[src/rtl/cf_pwm_dt_pkg.sv]
// cf_pwm_dt_pkg
// Shared types and constants for the CF_TMR32 dead-time / gate-drive stage.
//   pwm_state_t  : gate-drive FSM states
//   DT_W_DEFAULT : default width of the dead-time count registers
//   SYNC_STAGES  : flop count of the fault-pin synchronizer
package cf_pwm_dt_pkg;

    typedef enum logic [2:0] {
        IDLE  = 3'd0,
        HI_ON = 3'd1,
        LO_ON = 3'd2,
        DT_HI = 3'd3,
        DT_LO = 3'd4,
        FAULT = 3'd5
    } pwm_state_t;

    localparam int unsigned DT_W_DEFAULT = 8;
    localparam int unsigned SYNC_STAGES  = 2;

endpackage

[src/rtl/cf_pwm_dt_sync.sv]
// cf_pwm_dt_sync
// Multi-flop level synchronizer (SYNC_STAGES flops) for an asynchronous input.
// All flops reset to 0.
//   clk   in  : destination clock
//   rst_n in  : asynchronous active-low reset
//   din   in  : asynchronous input
//   dout  out : synchronized copy of din
module cf_pwm_dt_sync
    import cf_pwm_dt_pkg::*;
(
    input  logic clk,
    input  logic rst_n,
    input  logic din,
    output logic dout
);

    logic [SYNC_STAGES-1:0] sync_ff;

    always_ff @(posedge clk or negedge rst_n) begin
        if (!rst_n) begin
            sync_ff <= '0;
        end else begin
            sync_ff <= {sync_ff[SYNC_STAGES-2:0], din};
        end
    end

    assign dout = sync_ff[SYNC_STAGES-1];

endmodule

[src/rtl/cf_pwm_deadtime.sv]
// cf_pwm_deadtime
// Complementary high/low gate driver with break-before-make dead time and a
// sticky fault latch, fed by one CF_TMR32 PWM output.
//   CLK           in  : block clock
//   RESETn        in  : asynchronous active-low reset
//   en            in  : channel enable, 0 forces both gates off
//   pwm_in        in  : PWM from timer, synchronous to CLK
//   dt_rise       in  : dead cycles before pwm_hi turns on (gap = dt_rise+1)
//   dt_fall       in  : dead cycles before pwm_lo turns on (gap = dt_fall+1)
//   fault_in      in  : fault request, active high
//   fault_clr     in  : one-cycle pulse, clears the latched fault
//   pwm_hi        out : high-side gate (registered)
//   pwm_lo        out : low-side gate (registered)
//   dt_active     out : 1 while a dead-time gap is counted
//   fault_latched out : sticky fault status
// Build option: define CF_PWM_DT_FAULT_SYNC_EN to pass fault_in through a
// 2-flop synchronizer (for the raw pwm_fault pin); otherwise fault_in is used
// directly and must be synchronous to CLK.
module cf_pwm_deadtime
    import cf_pwm_dt_pkg::*;
#(
    parameter int unsigned DT_W = DT_W_DEFAULT
) (
    input  logic            CLK,
    input  logic            RESETn,
    input  logic            en,
    input  logic            pwm_in,
    input  logic [DT_W-1:0] dt_rise,
    input  logic [DT_W-1:0] dt_fall,
    input  logic            fault_in,
    input  logic            fault_clr,
    output logic            pwm_hi,
    output logic            pwm_lo,
    output logic            dt_active,
    output logic            fault_latched
);

    logic            fault_s;
    logic            pwm_q;
    logic            pwm_edge;
    pwm_state_t      state;
    pwm_state_t      state_n;
    logic [DT_W-1:0] cnt;
    logic [DT_W-1:0] cnt_n;

`ifdef CF_PWM_DT_FAULT_SYNC_EN
    cf_pwm_dt_sync u_fault_sync (
        .clk   (CLK),
        .rst_n (RESETn),
        .din   (fault_in),
        .dout  (fault_s)
    );
`else
    assign fault_s = fault_in;
`endif

    // Edge is seen in the same cycle pwm_in changes.
    assign pwm_edge = (pwm_in != pwm_q);

    // Priority: fault > !en > pwm edge > counter.
    always_comb begin
        state_n = state;
        cnt_n   = cnt;
        if (fault_s) begin
            state_n = FAULT;
        end else if (state == FAULT) begin
            if (fault_clr) begin
                state_n = IDLE;
            end
        end else if (!en) begin
            state_n = IDLE;
        end else begin
            case (state)
                IDLE: begin
                    if (pwm_in) begin
                        state_n = DT_HI;
                        cnt_n   = dt_rise;
                    end else begin
                        state_n = DT_LO;
                        cnt_n   = dt_fall;
                    end
                end
                HI_ON: begin
                    if (pwm_edge && !pwm_in) begin
                        state_n = DT_LO;
                        cnt_n   = dt_fall;
                    end
                end
                LO_ON: begin
                    if (pwm_edge && pwm_in) begin
                        state_n = DT_HI;
                        cnt_n   = dt_rise;
                    end
                end
                DT_HI: begin
                    // A reversing edge restarts the full gap in the new direction.
                    if (pwm_edge) begin
                        state_n = DT_LO;
                        cnt_n   = dt_fall;
                    end else if (cnt == '0) begin
                        state_n = HI_ON;
                    end else begin
                        cnt_n = cnt - DT_W'(1);
                    end
                end
                DT_LO: begin
                    if (pwm_edge) begin
                        state_n = DT_HI;
                        cnt_n   = dt_rise;
                    end else if (cnt == '0) begin
                        state_n = LO_ON;
                    end else begin
                        cnt_n = cnt - DT_W'(1);
                    end
                end
                default: begin
                    state_n = IDLE;
                end
            endcase
        end
    end

    // Outputs are decoded from the next state so they are registered alongside it.
    always_ff @(posedge CLK or negedge RESETn) begin
        if (!RESETn) begin
            state         <= IDLE;
            cnt           <= '0;
            pwm_q         <= 1'b0;
            pwm_hi        <= 1'b0;
            pwm_lo        <= 1'b0;
            dt_active     <= 1'b0;
            fault_latched <= 1'b0;
        end else begin
            state         <= state_n;
            cnt           <= cnt_n;
            pwm_q         <= pwm_in;
            pwm_hi        <= (state_n == HI_ON);
            pwm_lo        <= (state_n == LO_ON);
            dt_active     <= (state_n == DT_HI) || (state_n == DT_LO);
            fault_latched <= (state_n == FAULT);
        end
    end

endmodule

[config.mk]
export PLATFORM = sky130hd
export DESIGN_NAME = cf_pwm_deadtime
export DESIGN_NICKNAME = d
export VERILOG_FILES = /design/src/rtl/cf_pwm_dt_pkg.sv /design/src/rtl/cf_pwm_dt_sync.sv /design/src/rtl/cf_pwm_deadtime.sv
export SDC_FILE = /design/constraint.sdc
export NUM_CORES = 1
export LEC_CHECK = 0
export CORE_ASPECT_RATIO = 0.9
export CORE_MARGIN = 3
export CORE_UTILIZATION = 40
export DETAILED_ROUTE_END_ITERATION = 12
export PLACE_DENSITY = 0.7
export REMOVE_ABC_BUFFERS = 1
export SETUP_SLACK_MARGIN = 0.15
export SYNTH_ARGS = -nofsm -noshare
export SYNTH_HDL_FRONTEND = slang
export SYNTH_SLANG_ARGS = --single-unit
[constraint.sdc]
create_clock -name CLK -period 2 [get_ports CLK]
set_clock_uncertainty 0.1 [all_clocks]
set_input_delay 0.4 -clock CLK [delete_from_list [all_inputs] [get_ports CLK]]
set_output_delay 0.4 -clock CLK [all_outputs]
set_load 0.01 [all_outputs]
# == Yosys cells after proc, flatten, opt, wreduce, memory -nomap -nowiden ==
# Cells that the tools add are included.
# op_classes
addsub,1
n_mul,0
div,0
magnitude_cmp,0
n_eq_ne,13
shift,0
mux,19
bitwise_logic,2
reduce_logical,8
# op_table
cell,count
8-bit 2-to-1 mux,6
8-bit case mux with 5 select lines,1
3-bit 2-to-1 mux,11
3-bit case mux with 5 select lines,1
3-bit by 2-bit == test with 1-bit output (second input constant),4
3-bit == test (second input constant),4
8-bit zero test,1
8-bit by 1-bit subtractor with 8-bit output (second input constant),1
3-bit by 1-bit == test with 1-bit output (second input constant),2
6-bit AND reduction,1
5-bit nonzero test,1
2-bit inequality test (second input constant),2
3-bit zero test,1
1-bit logical AND,2
1-bit inverter,2
1-bit zero test,1
1-bit logical OR,1
1-bit inequality test,1
# totals
regBits,16
latchBits,0
ramBits,0
rom_bits,0
input_bits,22
out_inout_bits,4
wordCells,50
n_memories,0

# == Logic depth before layout (Yosys ltp) ==
# depth
word_depth,9
depth_mapped,8
ltp_nobuf,7

# == Least setup slack after synthesis ==
# OpenSTA, ideal clock, no wires.
# synth_timing
path_kind,input port to flip-flop
startpoint,input pwm_in
endpoint,register cnt[0]
setup_ns,0.080
arrival_time_ns,1.892
required_time_ns,1.820
path_slack_ns,-0.072
stages,8
n_path_buf,1
path_cell_list,inv_1 ha_1 clkbuf_1 inv_1 a21oi_1 mux2_4 a32o_1 o22ai_2
# synth_between
elab_chain_len,4
word_cells_on_any_way,11
cone_classes,eq/ne (3); mux (4); reduce/logical (4)
# synth_rtl
element,line_no,text
"start, declared",cf_pwm_deadtime.sv:27,"input logic pwm_in,"
1-bit inequality test / 1-bit zero test (equally long branches),"cf_pwm_deadtime.sv:58, cf_pwm_deadtime.sv:84",
1-bit logical AND (on tied branches),"cf_pwm_deadtime.sv:90, cf_pwm_deadtime.sv:84",
2-bit inequality test (no line),--,
6-bit AND reduction (no line),--,
"end signal, assigned",cf_pwm_deadtime.sv:135,cnt <= cnt_n;
"end, declared",cf_pwm_deadtime.sv:43,logic [DT_W-1:0] cnt;
# Several ways; a longest one is shown, not always the timed one.
# A chain may end at the register's enable or synchronous reset.

# == Worst setup path in the final report ==
# layout_timing
startpoint,register cnt[0]
endpoint,register cnt[0]
# layout_between
elab_chain_len,4
word_cells_on_any_way,6
cone_classes,add/sub (1); mux (4); reduce/logical (1)
# layout_rtl
element,line_no,text
8-bit by 1-bit subtractor with 8-bit output / 8-bit zero test (equally long branches),--,
8-bit 2-to-1 mux *,"cf_pwm_deadtime.sv:100, cf_pwm_deadtime.sv:110",
8-bit 2-to-1 mux (on tied branches),"cf_pwm_deadtime.sv:107, cf_pwm_deadtime.sv:97",
8-bit case mux with 5 select lines *,cf_pwm_deadtime.sv:73,case (state)
# Mark *: on every way between the ends. The rest lies on a longest branch, timed or not.

==> qor.txt <==
Worst EP arrival -> 2.05 ns
CTS tree -> yes
reg2reg start -> cnt[0]$_DFFE_PN0P_
dominant cell by count in the synthesized netlist -> a21oi_1
Clk pwr share -> 15.2%
Chip Height -> 62.9 um
Cell Area, Synth -> 1440 sq um
top cells by area, synth -> dfrtp_1 28%, a21oi_1 5.9%, ha_1 3.5%
Clock Sinks -> 16
Synth Area in Adders -> 3.48%
peak supply drop -> 0.460 mV
Setup CP Type -> flip-flop to flip-flop
Worst Tran Pin Value -> 0.490 ns
Hold Crit Class -> input port to asynchronous set/reset pin
layout cells sized above 1 -> 43.3%
Place WS -> -0.543 ns
sequential-to-total area share from yosys stat -> 27.8%
htree depth -> 1
first-pass GRT wire length -> 7.98 mm
Final min period -> 1.96 ns
sw frac -> 39.8%
pwr dens -> 837 nW/um^2
CP Launch Type -> flip-flop
final worst slack -> 0.0428 ns
cells after synthesis -> 169
simple logic cell fraction of the synthesized area -> 21.6%
Core ar. -> 3430 sq um
data required time of the worst path -> 2.09 ns
Hold WS -> 0.370 ns
DR WL/cell -> 18.9 um
post-synthesis mux area share -> 4.52%
maxcap violations -> 0
vias -> 1,733
cts bufs inserted -> 3
Placed Area -> 2020 sq um
Top-Level Pins -> 26
largest net degree at the start of global routing -> 17
largest family of logic cells by synthesized area -> compound AO/OA/AOI/OAI gates
area of the die -> 4360 sq um
share of power burned in registers -> 25.2%
post-route ant nets -> 0
hold_buf cts -> 0
Primary FF master, synth -> dfrtp_1
status -> completed
Hold Fails Final Rpt -> 0
Avg Inst Size Synth -> 8.52 sq um
overall routed net length -> 5.51 mm
number of antenna cells inserted -> 0
Critical Path Sink Type -> flip-flop
Vias/cell -> 5.96
Starting Density -> 42.0%
leakage power -> 1.04 nW
Power, Total -> 2.03 mW
warnings from Yosys -> 0
FFs w/ async S/R, synth -> 100%
post-synth top area share -> 27.8%
final setup violation count -> 0
clock latency on the worst-skew pair -> 0.26 ns
post-synth cell types -> 57
total gr overflow -> 0
xor/xnor share of the synthesized area -> 1.22%
synth cell count leaders -> 17 x a21oi_1, 16 x dfrtp_1, 13 x inv_1, 11 x nand2_1, 10 x o21ai_0
RSZ-0062 raised after global routing -> true
Int Pwr -> 1.22 mW
FF+latch count, synth -> 16
Fmax -> 511 MHz
relative max-transition margin -> 67.1%
Final Cycle Share -> 97.9%
final instance area -> 2420 sq um
FP Rows -> 20
Max clock buf depth -> 2
clock root buffer master -> clkbuf_8
1st-pass router iterations -> 6
initial antenna violation count -> 0
drt drc -> 0
Compound-Gate Fraction of Synth Area -> 34.3%
worst r2r path cells -> 7
initial drt markers -> 139
number of global-route vias before repair -> 1,664
Critical Path Fanout Max -> 3
Syn-to-layout area delta -> 68.0%
PortBufs -> 25
r2r setup slk -> 0.04 ns
number of synthesized flops with an enable pin -> 0
Layout Nets -> 274
Yosys top cell by area -> dfrtp_1
Sw Pwr -> 806 uW
post-DP HPWL -> 3.60 mm
clock slew at reported path FFs -> 0.07 ns
pins over their slew limit -> 0
gpl congestion -> 0.953
reg-to-reg endpoint -> cnt[0]$_DFFE_PN0P_
Die X -> 69.3 um
Comb power frac -> 59.6%
Global Route Usage Sum -> 22.9%
-- stage by stage --
step                std cells  TNS, ns  util, %
floorplan                 161        0        -
global placement          273    -5.37     58.8
detailed placement        273    -6.22     58.8
CTS                       283        0     63.2
global route              291  -0.0550     70.6
finish                    291        0     70.6
-- layer usage --
layer  GRT usage, %  share of wire [%]  vias to the layer above
met2           38.7                 49                       90
met5              0                  0                        -
met1           29.8                 43                      822
li1               -                  -                      805
met3           2.25                5.5                       16
met4           9.51                2.6                        0
-- sequential cells by signal, indices dropped and copies added, names as in the netlist --
signal / cells
cnt: 8
state: 3
dt_active: 1
fault_latched: 1
pwm_hi: 1
pwm_lo: 1
pwm_q: 1
-- layout make-up --
| cell class | instances | area, sq um |
|---|---|---|
| well taps | 44 | 55.1 |
| flip-flops and latches | 16 | 404 |
| multi-input cells | 132 | 1160 |
| repair buffers | 82 | 697 |
| inverters | 13 | 48.8 |
| fillers | 238 | 1010 |
| clock buffers | 4 | 55.1 |
-- cell usage in the layout (no fill, tap or decap), drive strengths merged, types with 3 or more instances in the layout --
cell,netlist,routed
clkdlybuf4s50,0,24
o2bb2ai,3,3
a22oi,3,3
nand2,11,11
nor3,3,3
ha,4,4
a311oi,4,4
mux2i,5,5
and2,3,3
buf,7,57
inv,13,13
nor2,6,6
o22ai,3,3
clkbuf,1,4
o21a,5,5
nand2b,6,6
o21ai,11,11
a21oi,17,17
nor2b,6,6
dfrtp,16,16
-- worst max path at each step --
stage                             startpoint                 end  depth (start not counted)
final                     cnt[0]$_DFFE_PN0P_  cnt[0]$_DFFE_PN0P_                          7
after global routing      cnt[0]$_DFFE_PN0P_  cnt[0]$_DFFE_PN0P_                          7
after CTS                 cnt[1]$_DFFE_PN0P_  cnt[0]$_DFFE_PN0P_                          7
after detailed placement              pwm_in  cnt[5]$_DFFE_PN0P_                          8
after global placement                pwm_in  cnt[7]$_DFFE_PN0P_                          8
after floorplan                       pwm_in  cnt[0]$_DFFE_PN0P_                          7
-- cells by family after synthesis --
family | after synthesis
mux | 6
simple gates | 50
xor+xnor | 2
compound gates | 70
buf+inv | 21
flops | 16
fa+ha+maj | 4
-- power groups by stage --
stage / Sequential (mW) / Combinational [mW] / Clock [mW]
2_1_floorplan: 0.496 / 0.412 / 0
3_3_place_gp: 0.501 / 0.771 / 0
3_5_place_dp: 0.504 / 0.789 / 0
4_1_cts: 0.496 / 0.882 / 0.308
5_1_grt: 0.520 / 1.28 / 0.325
6_report: 0.511 / 1.21 / 0.308
-- timing repair --
item	4_1_cts	5_1_grt
resized for setup	19	41
setup endpoints to repair	14	13
buffers inserted	6	8
pin swaps	6	21
-- worst max-delay path, stage by stage, from the launching register on --
cell	delay, ns
dfrtp_1	0.39
inv_2	0.09
ha_4	0.14
nor4b_4	0.30
a21oi_1	0.15
mux2_4	0.33
a32o_2	0.26
o22ai_2	0.13
Note: power is estimated with default switching activity, not from simulation.
